File: src/rtl/axil_pkg.sv
// Shared constants, types and address decode for the AXI4-Lite register bank.
package axil_pkg;

  localparam logic [1:0] RESP_OKAY   = 2'b00;
  localparam logic [1:0] RESP_SLVERR = 2'b10;

  typedef logic [31:0] addr_t;
  typedef logic [31:0] data_t;
  typedef logic [3:0]  strb_t;

  typedef enum logic [1:0] {W_IDLE, W_GOT_ADDR, W_GOT_DATA, W_RESP} wr_state_t;
  typedef enum logic {R_IDLE, R_RESP} rd_state_t;

  // Out-of-range or non-word-aligned addresses are decode errors.
  function automatic logic addr_err(addr_t addr, int unsigned n_regs);
    return (addr >= addr_t'(4 * n_regs)) || (addr[1:0] != 2'b00);
  endfunction

endpackage

File: src/rtl/axil_if.sv
// AXI4-Lite bus bundle; master drives requests, slave drives readies and responses.
interface axil_if;
  import axil_pkg::*;

  logic       AWvalid;
  logic       AWready;
  addr_t      AWaddr;
  logic       Wvalid;
  logic       Wready;
  data_t      Wdata;
  strb_t      Wstrb;
  logic       Bvalid;
  logic       Bready;
  logic [1:0] Bresp;
  logic       ARvalid;
  logic       ARready;
  addr_t      ARaddr;
  logic       Rvalid;
  logic       Rready;
  data_t      Rdata;
  logic [1:0] Rresp;

  modport master (
    output AWvalid, AWaddr, Wvalid, Wdata, Wstrb, Bready, ARvalid, ARaddr, Rready,
    input  AWready, Wready, Bvalid, Bresp, ARready, Rvalid, Rdata, Rresp
  );

  modport slave (
    input  AWvalid, AWaddr, Wvalid, Wdata, Wstrb, Bready, ARvalid, ARaddr, Rready,
    output AWready, Wready, Bvalid, Bresp, ARready, Rvalid, Rdata, Rresp
  );

endinterface

File: src/rtl/axil_wr_ctrl.sv
// Write-side controller: AW/W acceptance in either order, commit request to the
// register array, and the B response channel.
module axil_wr_ctrl
  import axil_pkg::*;
#(
  parameter int N_REGS = 16,
  localparam int IDX_W = $clog2(N_REGS)
) (
  input  logic             clk,
  input  logic             rst,
  axil_if.slave            bus,
  output logic             wr_en,
  output logic [IDX_W-1:0] wr_idx,
  output data_t            wr_data,
  output strb_t            wr_strb
);

  wr_state_t  state;
  addr_t      aw_addr_q;
  data_t      w_data_q;
  strb_t      w_strb_q;
  logic       aw_hs;
  logic       w_hs;
  logic       commit;
  addr_t      c_addr;
  logic [1:0] c_resp;

  assign aw_hs = bus.AWvalid && bus.AWready;
  assign w_hs  = bus.Wvalid && bus.Wready;

  // Commit fires on the handshake completing the address/data pair, taking
  // whichever half arrives this cycle straight from the bus.
  always_comb begin
    commit  = 1'b0;
    c_addr  = aw_addr_q;
    wr_data = w_data_q;
    wr_strb = w_strb_q;
    case (state)
      W_IDLE: begin
        if (aw_hs && w_hs) begin
          commit  = 1'b1;
          c_addr  = bus.AWaddr;
          wr_data = bus.Wdata;
          wr_strb = bus.Wstrb;
        end
      end
      W_GOT_ADDR: begin
        if (w_hs) begin
          commit  = 1'b1;
          wr_data = bus.Wdata;
          wr_strb = bus.Wstrb;
        end
      end
      W_GOT_DATA: begin
        if (aw_hs) begin
          commit = 1'b1;
          c_addr = bus.AWaddr;
        end
      end
      default: commit = 1'b0;
    endcase
  end

  assign wr_idx = c_addr[IDX_W+1:2];
  assign c_resp = (addr_err(c_addr, N_REGS) || (wr_idx == IDX_W'(N_REGS - 1)))
                  ? RESP_SLVERR : RESP_OKAY;
  assign wr_en  = commit && !rst && (c_resp == RESP_OKAY);

  // Readies are registered from the next state so no valid input reaches them.
  always_ff @(posedge clk) begin
    if (rst) begin
      state       <= W_IDLE;
      bus.AWready <= 1'b0;
      bus.Wready  <= 1'b0;
      bus.Bvalid  <= 1'b0;
      bus.Bresp   <= RESP_OKAY;
      aw_addr_q   <= '0;
      w_data_q    <= '0;
      w_strb_q    <= '0;
    end else begin
      case (state)
        W_IDLE: begin
          if (commit) begin
            state       <= W_RESP;
            bus.AWready <= 1'b0;
            bus.Wready  <= 1'b0;
            bus.Bvalid  <= 1'b1;
            bus.Bresp   <= c_resp;
          end else if (aw_hs) begin
            state       <= W_GOT_ADDR;
            aw_addr_q   <= bus.AWaddr;
            bus.AWready <= 1'b0;
            bus.Wready  <= 1'b1;
          end else if (w_hs) begin
            state       <= W_GOT_DATA;
            w_data_q    <= bus.Wdata;
            w_strb_q    <= bus.Wstrb;
            bus.AWready <= 1'b1;
            bus.Wready  <= 1'b0;
          end else begin
            bus.AWready <= 1'b1;
            bus.Wready  <= 1'b1;
          end
        end
        W_GOT_ADDR, W_GOT_DATA: begin
          if (commit) begin
            state       <= W_RESP;
            bus.AWready <= 1'b0;
            bus.Wready  <= 1'b0;
            bus.Bvalid  <= 1'b1;
            bus.Bresp   <= c_resp;
          end
        end
        W_RESP: begin
          if (bus.Bready) begin
            state       <= W_IDLE;
            bus.Bvalid  <= 1'b0;
            bus.AWready <= 1'b1;
            bus.Wready  <= 1'b1;
          end
        end
        default: state <= W_IDLE;
      endcase
    end
  end

endmodule

File: src/rtl/axil_regbank.sv
// AXI4-Lite register bank: N_REGS-1 read/write registers plus a read-only
// status word in the top slot; register 0 drives ctrl_o.
module axil_regbank
  import axil_pkg::*;
#(
  parameter int    N_REGS    = 16,
  parameter data_t RESET_VAL = 32'h0000_0000
) (
  input  logic  clk,
  input  logic  rst,
  axil_if.slave bus,
  input  data_t status_i,
  output data_t ctrl_o
);

  localparam int IDX_W = $clog2(N_REGS);

  data_t            regs [N_REGS-1];
  logic             wr_en;
  logic [IDX_W-1:0] wr_idx;
  data_t            wr_data;
  strb_t            wr_strb;
  rd_state_t        rd_state;
  logic [IDX_W-1:0] rd_idx;
  data_t            rd_data;
  logic [1:0]       rd_resp;

  axil_wr_ctrl #(.N_REGS(N_REGS)) u_wr_ctrl (
    .clk     (clk),
    .rst     (rst),
    .bus     (bus),
    .wr_en   (wr_en),
    .wr_idx  (wr_idx),
    .wr_data (wr_data),
    .wr_strb (wr_strb)
  );

  always_ff @(posedge clk) begin
    if (rst) begin
      for (int i = 0; i < N_REGS - 1; i++) regs[i] <= RESET_VAL;
    end else begin
      for (int i = 0; i < N_REGS - 1; i++) begin
        if (wr_en && (wr_idx == IDX_W'(i))) begin
          for (int b = 0; b < 4; b++) begin
            if (wr_strb[b]) regs[i][8*b +: 8] <= wr_data[8*b +: 8];
          end
        end
      end
    end
  end

  assign ctrl_o = regs[0];
  assign rd_idx = bus.ARaddr[IDX_W+1:2];

  // Reads see the array before any same-cycle commit lands.
  always_comb begin
    rd_data = '0;
    rd_resp = RESP_OKAY;
    if (addr_err(bus.ARaddr, N_REGS)) begin
      rd_resp = RESP_SLVERR;
    end else if (rd_idx == IDX_W'(N_REGS - 1)) begin
      rd_data = status_i;
    end else begin
      for (int i = 0; i < N_REGS - 1; i++) begin
        if (rd_idx == IDX_W'(i)) rd_data = regs[i];
      end
    end
  end

  always_ff @(posedge clk) begin
    if (rst) begin
      rd_state    <= R_IDLE;
      bus.ARready <= 1'b0;
      bus.Rvalid  <= 1'b0;
      bus.Rresp   <= RESP_OKAY;
      bus.Rdata   <= '0;
    end else begin
      case (rd_state)
        R_IDLE: begin
          if (bus.ARvalid && bus.ARready) begin
            rd_state    <= R_RESP;
            bus.ARready <= 1'b0;
            bus.Rvalid  <= 1'b1;
            bus.Rdata   <= rd_data;
            bus.Rresp   <= rd_resp;
          end else begin
            bus.ARready <= 1'b1;
          end
        end
        R_RESP: begin
          if (bus.Rready) begin
            rd_state    <= R_IDLE;
            bus.Rvalid  <= 1'b0;
            bus.ARready <= 1'b1;
          end
        end
        default: rd_state <= R_IDLE;
      endcase
    end
  end

endmodule

File: src/flat_wrapper.sv
// flat-port wrapper written by rule: the top's interface ports become plain ports
module axil_regbank_flat import axil_pkg::*;
#(
  parameter int    N_REGS    = 16,
  parameter data_t RESET_VAL = 32'h0000_0000
)
  (clk, rst, status_i, ctrl_o, bus_AWvalid, bus_AWaddr, bus_Wvalid, bus_Wdata, bus_Wstrb, bus_Bready, bus_ARvalid, bus_ARaddr, bus_Rready, bus_AWready, bus_Wready, bus_Bvalid, bus_Bresp, bus_ARready, bus_Rvalid, bus_Rdata, bus_Rresp);
  axil_if bus_i ();
  input  logic clk;
  input  logic rst;
  input  data_t status_i;
  output data_t ctrl_o;
  input wire logic [$bits(bus_i.AWvalid)-1:0] bus_AWvalid;
  input wire logic [$bits(bus_i.AWaddr)-1:0] bus_AWaddr;
  input wire logic [$bits(bus_i.Wvalid)-1:0] bus_Wvalid;
  input wire logic [$bits(bus_i.Wdata)-1:0] bus_Wdata;
  input wire logic [$bits(bus_i.Wstrb)-1:0] bus_Wstrb;
  input wire logic [$bits(bus_i.Bready)-1:0] bus_Bready;
  input wire logic [$bits(bus_i.ARvalid)-1:0] bus_ARvalid;
  input wire logic [$bits(bus_i.ARaddr)-1:0] bus_ARaddr;
  input wire logic [$bits(bus_i.Rready)-1:0] bus_Rready;
  output wire logic [$bits(bus_i.AWready)-1:0] bus_AWready;
  output wire logic [$bits(bus_i.Wready)-1:0] bus_Wready;
  output wire logic [$bits(bus_i.Bvalid)-1:0] bus_Bvalid;
  output wire logic [$bits(bus_i.Bresp)-1:0] bus_Bresp;
  output wire logic [$bits(bus_i.ARready)-1:0] bus_ARready;
  output wire logic [$bits(bus_i.Rvalid)-1:0] bus_Rvalid;
  output wire logic [$bits(bus_i.Rdata)-1:0] bus_Rdata;
  output wire logic [$bits(bus_i.Rresp)-1:0] bus_Rresp;
  assign bus_i.AWvalid = bus_AWvalid;
  assign bus_i.AWaddr = bus_AWaddr;
  assign bus_i.Wvalid = bus_Wvalid;
  assign bus_i.Wdata = bus_Wdata;
  assign bus_i.Wstrb = bus_Wstrb;
  assign bus_i.Bready = bus_Bready;
  assign bus_i.ARvalid = bus_ARvalid;
  assign bus_i.ARaddr = bus_ARaddr;
  assign bus_i.Rready = bus_Rready;
  assign bus_AWready = bus_i.AWready;
  assign bus_Wready = bus_i.Wready;
  assign bus_Bvalid = bus_i.Bvalid;
  assign bus_Bresp = bus_i.Bresp;
  assign bus_ARready = bus_i.ARready;
  assign bus_Rvalid = bus_i.Rvalid;
  assign bus_Rdata = bus_i.Rdata;
  assign bus_Rresp = bus_i.Rresp;
  axil_regbank #(.N_REGS(N_REGS), .RESET_VAL(RESET_VAL)) u_core (.clk(clk), .rst(rst), .bus(bus_i), .status_i(status_i), .ctrl_o(ctrl_o));
endmodule
File: config.mk
export PLATFORM = sky130hd
export DESIGN_NAME = axil_regbank_flat
export DESIGN_NICKNAME = d
export VERILOG_FILES = /design/src/rtl/axil_pkg.sv /design/src/rtl/axil_if.sv /design/src/rtl/axil_wr_ctrl.sv /design/src/rtl/axil_regbank.sv /design/src/flat_wrapper.sv
export SDC_FILE = /design/constraint.sdc
export NUM_CORES = 1
export LEC_CHECK = 0
export CAP_MARGIN = 15
export CORE_MARGIN = 3
export CORE_UTILIZATION = 40
export DETAILED_ROUTE_END_ITERATION = 10
export PLACE_DENSITY = 0.66
export RECOVER_POWER = 100
export SETUP_SLACK_MARGIN = 0.3
export SYNTH_ARGS = -nofsm -noshare
export SYNTH_HDL_FRONTEND = slang
export SYNTH_SLANG_ARGS = --single-unit
File: constraint.sdc
create_clock -name clk -period 4.28 [get_ports clk]
set_input_delay 0.642 -clock clk [delete_from_list [all_inputs] [get_ports clk]]
set_output_delay 0.642 -clock clk [all_outputs]
set_load 0.005 [all_outputs]
## After elaboration in Yosys (flattened, before gate mapping)

Memory sizes are Yosys's and may differ from the RTL's.
Cells that the tools add are included.

| cells by class | value |
|---|---|
| $lt $le $gt $ge | 2 |
| div/mod/pow operators | 0 |
| equal/unequal tests | 39 |
| reduce and logical (&&, ||, !) cells | 41 |
| mux-type cells | 305 |
| multiply operators | 0 |
| shift-type cells | 0 |
| $add $sub $neg | 0 |
| bitwise operators | 63 |

Operator list:

| operator | count |
|---|---|
| two-way mux 32 bit | 21 |
| two-way mux 8 bit | 60 |
| two-way mux 1 bit | 204 |
| case mux 32 bit (2 select lines) | 2 |
| equality test 4 bit, second input constant | 16 |
| greater-or-equal comparator 32 x 7 -> 1 bit, second input constant | 2 |
| bitwise OR 1 bit | 60 |
| equality test 4 x 3 -> 1 bit, second input constant | 8 |
| logical AND 1 bit | 21 |
| equality test 4 x 2 -> 1 bit, second input constant | 4 |
| two-way mux 2 bit | 7 |
| AND reduction 2 bit | 6 |
| case mux 1 bit (3 select lines) | 3 |
| equality test 4 x 1 -> 1 bit, second input constant | 2 |
| logical NOT 4 bit | 2 |
| two-way mux 4 bit | 2 |
| case mux 1 bit (2 select lines) | 4 |
| case mux 4 bit (2 select lines) | 1 |
| inequality test 2 bit, second input constant | 3 |
| case mux 2 bit (3 select lines) | 1 |
| AND reduction 3 bit | 2 |
| equality test 2 bit, second input constant | 2 |
| logical NOT 2 bit | 2 |
| inequality test 2 x 1 -> 1 bit, second input constant | 2 |
| other kinds (8) | 13 |

| word-level totals | value |
|---|---|
| word-level logic and storage cells | 464 |
| bits in registers | 112 |
| memories | 1 |
| bits in latches | 0 |
| bits in writable memories | 480 |
| bits in read-only memories | 0 |
| bits of input ports | 139 |

Memories:

| name | words | bits a word | rd ports | clocked after Yosys merged registers in | wr ports | line | RTL |
|---|---|---|---|---|---|---|---|
| u_core.regs | 15 | 32 | 15 | 0 | 15 | axil_regbank.sv:18 | `data_t regs [N_REGS-1];` |

## Depth between registers and ports, before layout

Gate-level depths: netlist of the first run.

| depth | value |
|---|---|
| word-level depth | 18 |
| mapped depth | 12 |
| gate-level depth less buffers | 8 |

## Worst setup path after synthesis of the first run

OpenSTA, ideal clock, no wires.

| path | value |
|---|---|
| path type | flip-flop to flip-flop |
| start point | reg u_core.u_wr_ctrl.state[0] |
| end point | mem u_core.regs[0][440] in the netlist's numbering (enable) |
| data arrival time | 3.261 ns |
| setup time | 0.398 ns |
| data required time | 3.882 ns |
| slack | 0.621 ns |
| stages on the path, launching flop included | 12 |
| buffers on the path | 3 |
| path through | dfxtp_1 > inv_1 > ha_1 > and3_1 > clkbuf_1 > a22oi_1 > a22oi_1 > nand4_1 > nand3_1 > buf_2 > buf_2 > o41ai_1 |

RTL lines:

| what | line | RTL |
|---|---|---|
| start: declaration | axil_wr_ctrl.sv:18 | `wr_state_t state;` |
| start signal: assignment | axil_wr_ctrl.sv:72 | `state <= W_IDLE;` |
| start signal: assignment | axil_wr_ctrl.sv:84 | `state <= W_RESP;` |
| start signal: assignment | axil_wr_ctrl.sv:90 | `state <= W_GOT_ADDR;` |
| end: declaration | axil_regbank.sv:18 |  |

==> results of run 1 <==
## how the worst max path moves through the flow
stage | from | to | cells after the start
global placement | bus_AWaddr[27] | u_core.regs[0][424] | 8
global route | bus_AWaddr[27] | u_core.regs[0][121] | 10
finish | bus_AWvalid | u_core.regs[0][434] | 10
CTS | bus_AWaddr[27] | u_core.regs[0][171] | 9
floorplan | u_core.u_wr_ctrl.state[0] | u_core.regs[0][440] | 11
detailed placement | bus_AWaddr[27] | u_core.regs[0][170] | 9
## sequential cells by signal, indices dropped and copies added, names as in the netlist, 2 cells and up
signal,count
u_core.regs,480
u_core.bus.Rdata,32
u_core.u_wr_ctrl.aw_addr_q,32
u_core.u_wr_ctrl.w_data_q,32
u_core.u_wr_ctrl.w_strb_q,4
u_core.u_wr_ctrl.state,2
## layer usage
metal	track usage, %	share of wire [%]	up-vias
met4	9.235	3.5	0
met3	5.722	12	194
li1	-	-	9590
met2	38.96	45	1498
met1	34.54	39	10540
met5	0	0	-
## layout by cell type, fill, tap and decap left out, types with 58 or more instances in the layout
master	Yosys	layout
dlygate4sd3_1	0	74
dfxtp_1	110	110
a21oi_1	159	159
clkdlybuf4s50_1	0	130
a22oi_1	58	58
nand2_1	266	266
clkbuf_1	162	70
o21ai_0	157	156
nor2_1	149	149
buf_4	35	91
nor3_1	247	255
clkbuf_16	0	68
edfxtp_1	480	480
## cell type report
type / instances / area [sq um] / area share, %
well taps: 873 / 1092 / 3.347
clock buffers: 91 / 1859 / 5.697
inverters: 40 / 150.1 / 0.4601
flip-flops and latches: 590 / 16620 / 50.91
clock inverters: 27 / 287.8 / 0.8818
repair buffers: 367 / 3077 / 9.427
multi-input cells: 1572 / 9554 / 29.27
## kinds of logic after synthesis
group	count (synthesis)	synth area share, %
multiplexers	97	5.065
adder cells (fa/ha/maj)	5	0.2271
AND/OR/NAND/NOR	863	15.11
AO/OA/AOI/OAI	605	14.32
other	1	0.01362
buffers and inverters	304	4.929
flip-flops	590	60.33
## power by group through the flow
stage / Clock (mW) / Combinational [mW] / Sequential, mW
after detailed placement: 0 / 2.57 / 6.86
after floorplan: 0 / 1.55 / 6.80
after global routing: 5.93 / 2.73 / 6.78
final: 5.65 / 2.55 / 6.75
after CTS: 5.71 / 2.58 / 6.74
after global placement: 0 / 2.53 / 6.84
## worst register-to-register path: cells and delay by family (launching register included)
family	cells	cell delay (ns)
AND/OR/NAND/NOR	1	0.35
buffers and inverters	3	0.93
AO/OA/AOI/OAI	5	1.57
flip-flops	1	0.37
adder cells (fa/ha/maj)	1	0.30
## synth_stat cells, drive strengths merged, types with 5 or more instances
master / count / area share, %
a21boi: 9 / 0.25
nand2: 266 / 3.6
or2: 21 / 0.48
dfxtp: 110 / 8.0
nor2b: 22 / 0.50
ha: 5 / 0.23
a22o: 45 / 1.4
nand4: 14 / 0.44
edfxtp: 480 / 52
mux2i: 46 / 1.7
a31o: 9 / 0.29
o2111ai: 7 / 0.22
o21ai: 165 / 3.0
or3: 6 / 0.14
o22ai: 19 / 0.43
clkbuf: 163 / 2.2
nor2: 149 / 2.0
o221ai: 8 / 0.25
nor3b: 5 / 0.15
a221oi: 24 / 0.76
o41ai: 7 / 0.22
a211oi: 11 / 0.32
a31oi: 5 / 0.11
nor4: 23 / 0.55
a22oi: 59 / 1.6
mux4: 32 / 2.6
a211o: 9 / 0.29
a21o: 11 / 0.30
nand2b: 29 / 0.69
o32ai: 5 / 0.16
nand3: 33 / 0.60
mux2: 19 / 0.78
o21a: 5 / 0.14
and3: 13 / 0.30
o31ai: 6 / 0.16
inv: 38 / 0.52
a21oi: 159 / 2.9
nor3: 262 / 5.0
o211ai: 10 / 0.27
a222oi: 8 / 0.29
buf: 101 / 2.2
a32oi: 5 / 0.16
## stage by stage
step / setup slack [ns] / cells
after CTS: 0.3072 / 3556
after detailed placement: -0.3108 / 3438
after global routing: 0.1638 / 3560
after global placement: -0.1792 / 3438
after floorplan: 0.6211 / 2466
final: 0.2829 / 3560
==> Flow_metrics.wiki, run 1 <==
{| class="wikitable"
! Metric !! Value
|-
| Async set-reset flop share out of synthesis || 0%
|-
| Headroom to the max-slew limit || 6.135%
|-
| Routed Wire Length || 91840 um
|-
| Power spent charging and discharging nets || 4.230 mW
|-
| Proportion of layout cells with a drive suffix above 1 || 11.16%
|-
| Deepest level of the CTS H-tree || 3
|-
| Start of the worst register-to-register path || u_core.u_wr_ctrl.state[0]
|-
| Floorplan row count || 95
|-
| Port Buffers || 209
|-
| Critical path buffers and inverters || 5
|-
| Crit path largest cell delay || 0.66 ns
|-
| Number of buffers added to fix hold violations after cts || 0
|-
| Count of final max-slew check failures || 0
|-
| Maximum operating frequency || 0.2502 GHz
|-
| IO Count || 212
|-
| Type of the setup path with the least slack || in -> reg
|-
| Area of the core region || 0.06763 sq mm
|-
| Root buffer cell || clkbuf_16
|-
| Synth cell types || 79
|-
| Total power per unit cell area || 458.1 mW/mm^2
|-
| #FFs+latches synth || 590
|-
| Number of cells produced by synthesis || 2465
|-
| Number of warnings printed during yosys synthesis || 0
|-
| DR WL/cell || 25.80 um
|-
| Synthesis-to-layout area growth || 18.50%
|-
| Avg Synthesized Cell Area || 11.17 sq um
|-
| Combinational cell fraction of total power || 17.1%
|-
| Hold Fails Final Rpt || 0
|-
| Initial Utilization || 40.72%
|-
| Unrepaired setup endpoints after global routing || false
|-
| Setup Viol. Count Final || 0
|-
| Clk pwr share || 37.8%
|-
| Number of cells on the worst reg-to-reg path || 10
|-
| Vias after detailed routing || 21.82k
|-
| Number of flops mapped to enable cells by yosys || 480
|-
| Data arrival time of the critical path || 4.30 ns
|-
| Final setup TNS || 0 ns
|-
| Capturing point of the worst reg2reg path || u_core.regs[0][121]
|-
| Min Clock Period, post-route || 3.997 ns
|-
| Vias per cell || 6.129
|-
| 1st-iter DRT viols || 2898
|-
| Detail Route Antenna Nets || 0
|-
| Hold Crit Start || u_core.bus.Rdata[28]
|-
| Clock transition time at the flip-flop clock pins of the worst setup and hold paths || 0.06 ns
|-
| Maximum number of pins on one net before global-route repair || 67
|-
| Highest fanout seen on the critical path || 18
|-
| # nets final || 2781
|-
| Post-route fraction of the period consumed by the critical path || 93.39%
|-
| Resized Gates After CTS || 0
|-
| Clk sinks || 590
|-
| Most used flip-flop cell after synthesis || edfxtp_1
|-
| Area of the die || 0.07204 sq mm
|-
| Global-route wire length before repair || 135600 um
|-
| Height of the die || 268.4 um
|-
| Peak supply drop || 237.8 uV
|-
| Reg2Reg Setup Slack || 0.39 ns
|-
| Crit path required time || 4.59 ns
|-
| Part of the total power dissipated in sequential elements || 45.2%
|-
| Share of total power consumed by net switching || 28.30%
|-
| Utilization after layout || 48.25%
|-
| Minimum hold slack || 0.4437 ns
|-
| Remaining Overflow, GRT || 0
|-
| Die X || 268.4 um
|-
| Number of global-route vias before repair || 21.16k
|-
| Cell-by-cell listing of the critical path || dlygate4sd3_1 > and4_1 > clkbuf_1 > a22o_1 > a222oi_1 > clkbuf_1 > nand3b_1 > buf_4 > o41ai_1 > buf_4
|-
| Highest-delay cell along the critical path || dlygate4sd3_1
|-
| Hold Path Class || reg -> reg
|-
| Number of filler cells placed in the layout || 6017
|-
| Total power || 14.95 mW
|-
| Critical Path Source Type || input pin
|-
| CTS Buf Count || 66
|-
| Clk_skew || 0.02660 ns
|-
| ANT cells || 0
|-
| Critical path endpoint category || flop
|-
| Antenna violations before repair || 1
|-
| Clock Latency Late Sink || 0.61 ns
|-
| Remaining design rule violation count || 0
|-
| CTS Buffer Depth || 3
|-
| Hold path endpoint || u_core.bus.Rdata[28]
|-
| Instance count along the most critical hold path || 2
|-
| Routability Congestion || 0.8926
|-
| Post-detailed-placement cell area || 0.03081 sq mm
|-
| Slew of the pin with the lowest slew margin || 1.408 ns
|-
| Register area share after synthesis || 60.33%
|-
| Static Leak || 11.12 nW
|-
| # Max-Cap Violations || 0
|-
| Total non-filler cell area in the finished layout || 0.03264 sq mm
|-
| HPWL reported at the end of detailed placement || 65530 um
|-
| Setup Buffers After CTS || 0
|-
| CTS tree || done
|-
| Detailed-routing iteration count for the pre-antenna-repair pass || 7
|-
| Tot GR Track Use || 25.07%
|-
| Summed instance area of the synthesized netlist || 0.02754 sq mm
|-
| Kind of cell adding the most delay to the critical path || buffers and inverters
|-
| Outcome || complete, no violations
|-
| Internal power component || 10.72 mW
|}
No activity file was read; power rests on OpenSTA's default activity.
==> run 2: changes to the inputs <==
PLACE_DENSITY = not set   (was 0.66)
==> run 2 against run 1 <==
Net effect: the run now ends with capacitance limit, slew limit left; first-iteration DRC count is 1.7% lower; design area is 0.24% higher; non-clock buffer count is 3 higher; flip-flop and latch count stayed put; sequential share of layout area is 0.12 points lower; global-route usage is 0.48 points higher; utilization is 0.12 points higher; sequential power hardly changed; fmax hardly changed; highest routed layer unchanged.
==> Flow_metrics.wiki, run 2 (synthesis results as in run 1) <==
{| class="wikitable"
! Metric !! Value
|-
| Top reg by flops || u_core.regs
|-
| Clock transition time at the flip-flop clock pins of the worst setup and hold paths || 0.06 ns (about the same)
|-
| Utilization after layout || 48.37% (+0.12 points)
|-
| Number of non-filler instances in the completed layout || 3564 (+0.11%)
|-
| Total power per unit cell area || 466.6 mW/mm^2 (+1.9%)
|-
| Minimum hold slack || 0.4505 ns (+0.006814 ns)
|-
| Area occupied by multi-input gates || 0.009523 sq mm (-0.33%)
|-
| Proportion of layout cells with a drive suffix above 1 || 11.48% (+0.32 points)
|-
| Clk sinks || 590 (unchanged)
|-
| 1st-iter DRT viols || 2850 (-1.7%)
|-
| Root buffer cell || clkbuf_16
|-
| Type of the setup path with the least slack || reg -> reg
|-
| Hold Path Class || reg -> reg
|-
| Clk_skew || 0.02642 ns (-0.0001799 ns)
|-
| Highest fanout seen on the critical path || 15 (-3)
|-
| Hold Fails Final Rpt || 0 (unchanged)
|-
| Routed Wire Length || 93950 um (+2.3%)
|-
| Number of filler cells placed in the layout || 6063 (+0.76%)
|-
| Vias after detailed routing || 21.71k (-0.51%)
|-
| Maximum operating frequency || 0.2504 GHz (about the same)
|-
| Outcome || finished with violations
|-
| Crit path required time || 4.62 ns (+0.03 ns)
|-
| Count of final max-slew check failures || 37 (+37)
|-
| Number of global-route vias before repair || 20.84k (-1.5%)
|-
| Tot GR Track Use || 25.55% (+0.48 points)
|-
| Peak supply drop || 329.3 uV (+38%)
|-
| Remaining design rule violation count || 0 (unchanged)
|-
| Most used cells in the layout excluding fill and tap cells || edfxtp_1, nand2_1, nor3_1
|-
| Critical path endpoint category || flop
|-
| # Max-Cap Violations || 1 (+1)
|-
| Static Leak || 11.19 nW (+0.62%)
|-
| Min Clock Period, post-route || 3.993 ns (-0.003790 ns)
|-
| Detail Route Antenna Nets || 0 (unchanged)
|-
| Hold Crit Start || u_core.bus.Rdata[24]
|-
| Number of buffers added to fix hold violations after cts || 0 (unchanged)
|-
| Most common cell after layout, fill and taps aside || edfxtp_1
|-
| Area of the die || 0.07204 sq mm (unchanged)
|-
| Setup Viol. Count Final || 0 (unchanged)
|-
| CTS tree || done
|-
| HPWL reported at the end of detailed placement || 66030 um (+0.77%)
|-
| Critical Path Source Type || flop
|-
| Slew of the pin with the lowest slew margin || 1.721 ns (+0.3131 ns)
|-
| Vias per cell || 6.091 (-0.62%)
|-
| Headroom to the max-slew limit || -14.74% (-21 points)
|-
| ANT cells || 0 (unchanged)
|-
| Routability Congestion || 0.9013 (+0.97%)
|-
| Detailed-routing iteration count for the pre-antenna-repair pass || 8 (+1)
|-
| Maximum number of pins on one net before global-route repair || 75 (+12%)
|-
| Max reg flops || 480 (unchanged)
|-
| Global-route wire length before repair || 137400 um (+1.4%)
|-
| IO Count || 212 (unchanged)
|-
| Remaining Overflow, GRT || 0 (unchanged)
|-
| Number of cells after detailed placement || 3442 (+0.12%)
|-
| DR WL/cell || 26.36 um (+2.2%)
|-
| Port Buffers || 209 (unchanged)
|-
| Data arrival time of the critical path || 4.33 ns (+0.03 ns)
|-
| CTS Buffer Depth || 3 (unchanged)
|-
| Register area || 0.01662 sq mm (unchanged)
|-
| Initial Utilization || 40.72% (unchanged)
|-
| # nets final || 2785 (+0.14%)
|-
| Synthesis-to-layout area growth || 18.79%
|-
| Die X || 268.4 um (unchanged)
|-
| Unrepaired setup endpoints after global routing || false
|-
| Height of the die || 268.4 um (unchanged)
|-
| Origin of the worst setup path || u_core.u_wr_ctrl.state[0]
|-
| Floorplan row count || 95 (unchanged)
|-
| Antenna violations before repair || 0 (-1)
|-
| Start of the worst register-to-register path || u_core.u_wr_ctrl.state[0]
|-
| Clock Latency Late Sink || 0.60 ns (about the same)
|-
| Violated checks || capacitance limit, slew limit
|-
| Post-route fraction of the period consumed by the critical path || 93.30% (about the same)
|-
| CTS Buf Count || 67 (+1.5%)
|-
| Area of the core region || 0.06763 sq mm (unchanged)
|-
| Deepest level of the CTS H-tree || 3 (unchanged)
|}
==> run 2: layout make-up <==
cell class | instances | area share, %
clock inverters | 36 | 1.254
repair buffers | 370 | 9.458
multi-input cells | 1572 | 29.11
well taps | 873 | 3.339
inverters | 40 | 0.4589
clock buffers | 83 | 5.591
flip-flops and latches | 590 | 50.79
==> run 2: worst max-delay path: stages, from the launching register on <==
cell,delay [ns]
dfxtp_1,0.34
inv_1,0.11
ha_1,0.43
o211ai_1,0.28
a22o_1,0.24
a311oi_1,0.68
buf_1,0.20
or2_1,0.70
or3_1,0.42
o21ai_1,0.13
clkbuf_1,0.22
==> run 2: repair_timing <==
action | in CTS | in global routing
setup buffers | 0 | 0
hold endpoints to repair | 0 | 0
gates resized for setup | 1 | 4
setup endpoints to repair | 3 | 39
==> run 2: per-stage QoR <==
step	worst slack, ns	power [mW]	cell area (sq um)	setup TNS, ns
4_1_cts	0.4941	15.37	33040	0
3_3_place_gp	-0.1457	9.420	30800	-1.163
5_1_grt	0.1601	15.77	32720	0
6_report	0.2867	15.26	32720	0
3_5_place_dp	-0.06275	9.477	30800	-0.5003
2_1_floorplan	0.6211	8.352	27550	0
==> run 2: final timing paths <==
path / slack (ns) / to / cells past startpoint
min: 0.45 / u_core.bus.Rdata[24] / 2
max: 0.29 / u_core.regs[0][194] / 10
max reg2reg: 0.29 / u_core.regs[0][194] / 10
min reg2reg: 0.45 / u_core.bus.Rdata[24] / 2
==> run 2: report_power, final <==
part | total [mW] | internal [mW] | switching [mW]
sequential | 6.74 | 6.58 | 0.161
clock | 5.93 | 3.57 | 2.35
combinational | 2.59 | 0.833 | 1.76
==> run 2: routing by layer <==
| metal | routed length, um | track usage [%] |
|---|---|---|
| met1 | 38710 | 36.16 |
| met2 | 42910 | 39.94 |
| met3 | 9965 | 5.201 |
| met4 | 2367 | 7.520 |
| met5 | 0 | 0 |
==> edit: new RTL, config.mk and constraints of run 2 <==
`N_REGS` is set to 16 in 3 places; all go to 8.
--- a/src/rtl/axil_wr_ctrl.sv
+++ b/src/rtl/axil_wr_ctrl.sv
@@ -5,3 +5,3 @@
 #(
-  parameter int N_REGS = 16,
+  parameter int N_REGS = 8,
   localparam int IDX_W = $clog2(N_REGS)
--- a/src/rtl/axil_regbank.sv
+++ b/src/rtl/axil_regbank.sv
@@ -5,3 +5,3 @@
 #(
-  parameter int    N_REGS    = 16,
+  parameter int    N_REGS    = 8,
   parameter data_t RESET_VAL = 32'h0000_0000
--- a/src/flat_wrapper.sv
+++ b/src/flat_wrapper.sv
@@ -3,3 +3,3 @@
 #(
-  parameter int    N_REGS    = 16,
+  parameter int    N_REGS    = 8,
   parameter data_t RESET_VAL = 32'h0000_0000
Check against the original RTL: not settled (the Yosys comparison gave no result); the edit may change what the design does.
==> edit against run 2 <==
- sequential cell count shrank 256
- the run still ends with max-capacitance violations, max-slew violations left
- critical path depth unchanged
- area after synthesis decreased by 42%
- wire length shrank 51%
- total power is 42% lower
- register-to-register slack gained 0.38 ns
- worst setup slack improved by 0.21 ns
- final area decreased by 40%
- critical endpoint is now u_core.regs[0][34]
==> edit: results <==
set metrics [dict create \
    outcome "finished with violations" \
    violations "max-capacitance violations, max-slew violations" \
    initialDrtViolationCount 1299 \
    cpPeakStageDelay_ns 0.50 \
    layout-drive-gt1-share 0.131 \
    yosys-top-cells-count "224 x edfxtp_1, 197 x nor2_1, 111 x nor3_1, 110 x dfxtp_1, 109 x clkbuf_1" \
    vias_per_cell 5.76 \
    track_usage 0.212 \
    synth_cell_types 57 \
    synthTopCellsByArea "edfxtp_1 42%, dfxtp_1 14%, mux4_2 7.4%" \
    place_inst 2002 \
    antenna_found_initial 1 \
    grt_max_degree 79 \
    drv_cap 2 \
    routed_wl_mm 45.8 \
    place_congestion 0.807 \
    hpwl_mm 31.8 \
    ir_drop_mv 0.284 \
    cts-resized-gates 0 \
    cts_root_buf "clkbuf_16" \
    timing.final.max_slew_violations 120 \
    cp_slowest_cell "clkdlybuf4s50_1" \
    seq_area_frac_synth 0.556 \
    grt_first_pass_wirelength_mm 69.4 \
    cp_top_family "buffers and inverters" \
    arrival_ns 3.93 \
    synth-edff-count 224 \
    place_ws_ns 0.462 \
    skew_ns 0.0240 \
    stdcell_count 2071 \
    final_nets 1668 \
    path_max_fanout 35 \
    drt-pass1-iter-count 6 \
    grt_pass1_vias 11572 \
    syn_inst 1390 \
    largest_reg_flops 224 \
    h-tree-depth 2 \
    relSlewSlack -0.635 \
]
==> edit: logic make-up (layout without fill, tap and decap cells) <==
logic type | Yosys count | after routing | synth area share
simple gates | 491 | 491 | 0.145
flops | 334 | 334 | 0.556
buf+inv | 211 | 373 | 0.0591
compound gates | 194 | 194 | 0.0963
other cells | 1 | 2 | 0.000234
fa+ha+maj | 5 | 5 | 0.00390
mux | 154 | 154 | 0.139
==> edit: final cells by class <==
type                       count  area (µm²)
clock buffer                  52        1020
clock inverter                17         109
fill                        3498       19700
inverter                      39         146
multi-input combinational    846        6190
sequential                   334        8930
tap                          518         648
timing repair buffer         265        2450
==> edit: power by group <==
| group | internal, mW | switching (mW) | leakage (nW) |
|---|---|---|---|
| registers | 3.66 | 0.127 | 3.20 |
| clock network | 1.69 | 1.29 | 0.560 |
| logic | 0.791 | 1.25 | 3.38 |
| total | 6.14 | 2.67 | 7.14 |
==> edit: path summary, 6_finish.rpt <==
| kind | slack [ns] | startpoint | endpoint |
|---|---|---|---|
| max | 0.50 | bus_AWvalid | u_core.regs[0][34] |
| min | 0.46 | u_core.bus.Rdata[30] | u_core.bus.Rdata[30] |
| min reg2reg | 0.46 | u_core.bus.Rdata[30] | u_core.bus.Rdata[30] |
| max reg2reg | 0.67 | u_core.u_wr_ctrl.state[1] | u_core.regs[0][34] |
==> edit: tightest hold or removal path, cell delays in order (launching register included) <==
cell and delay (ns):
dfxtp_1 0.31, nand2_1 0.05, a21oi_1 0.05
==> edit: stage by stage <==
stage | util | cell area, µm²
after floorplan | - | 16100
after global placement | 0.471 | 18400
after detailed placement | 0.471 | 18400
after CTS | 0.500 | 19600
after global routing | 0.498 | 19500
final | 0.498 | 19500
==> edit: per-layer routing <==
metal  vias up  share of wire  GRT usage
met5         -        0.00028          0
met4         2          0.023     0.0558
met3        64          0.085     0.0414
met2       503           0.46      0.331
met1      5904           0.43      0.306
li1       5459              -          -
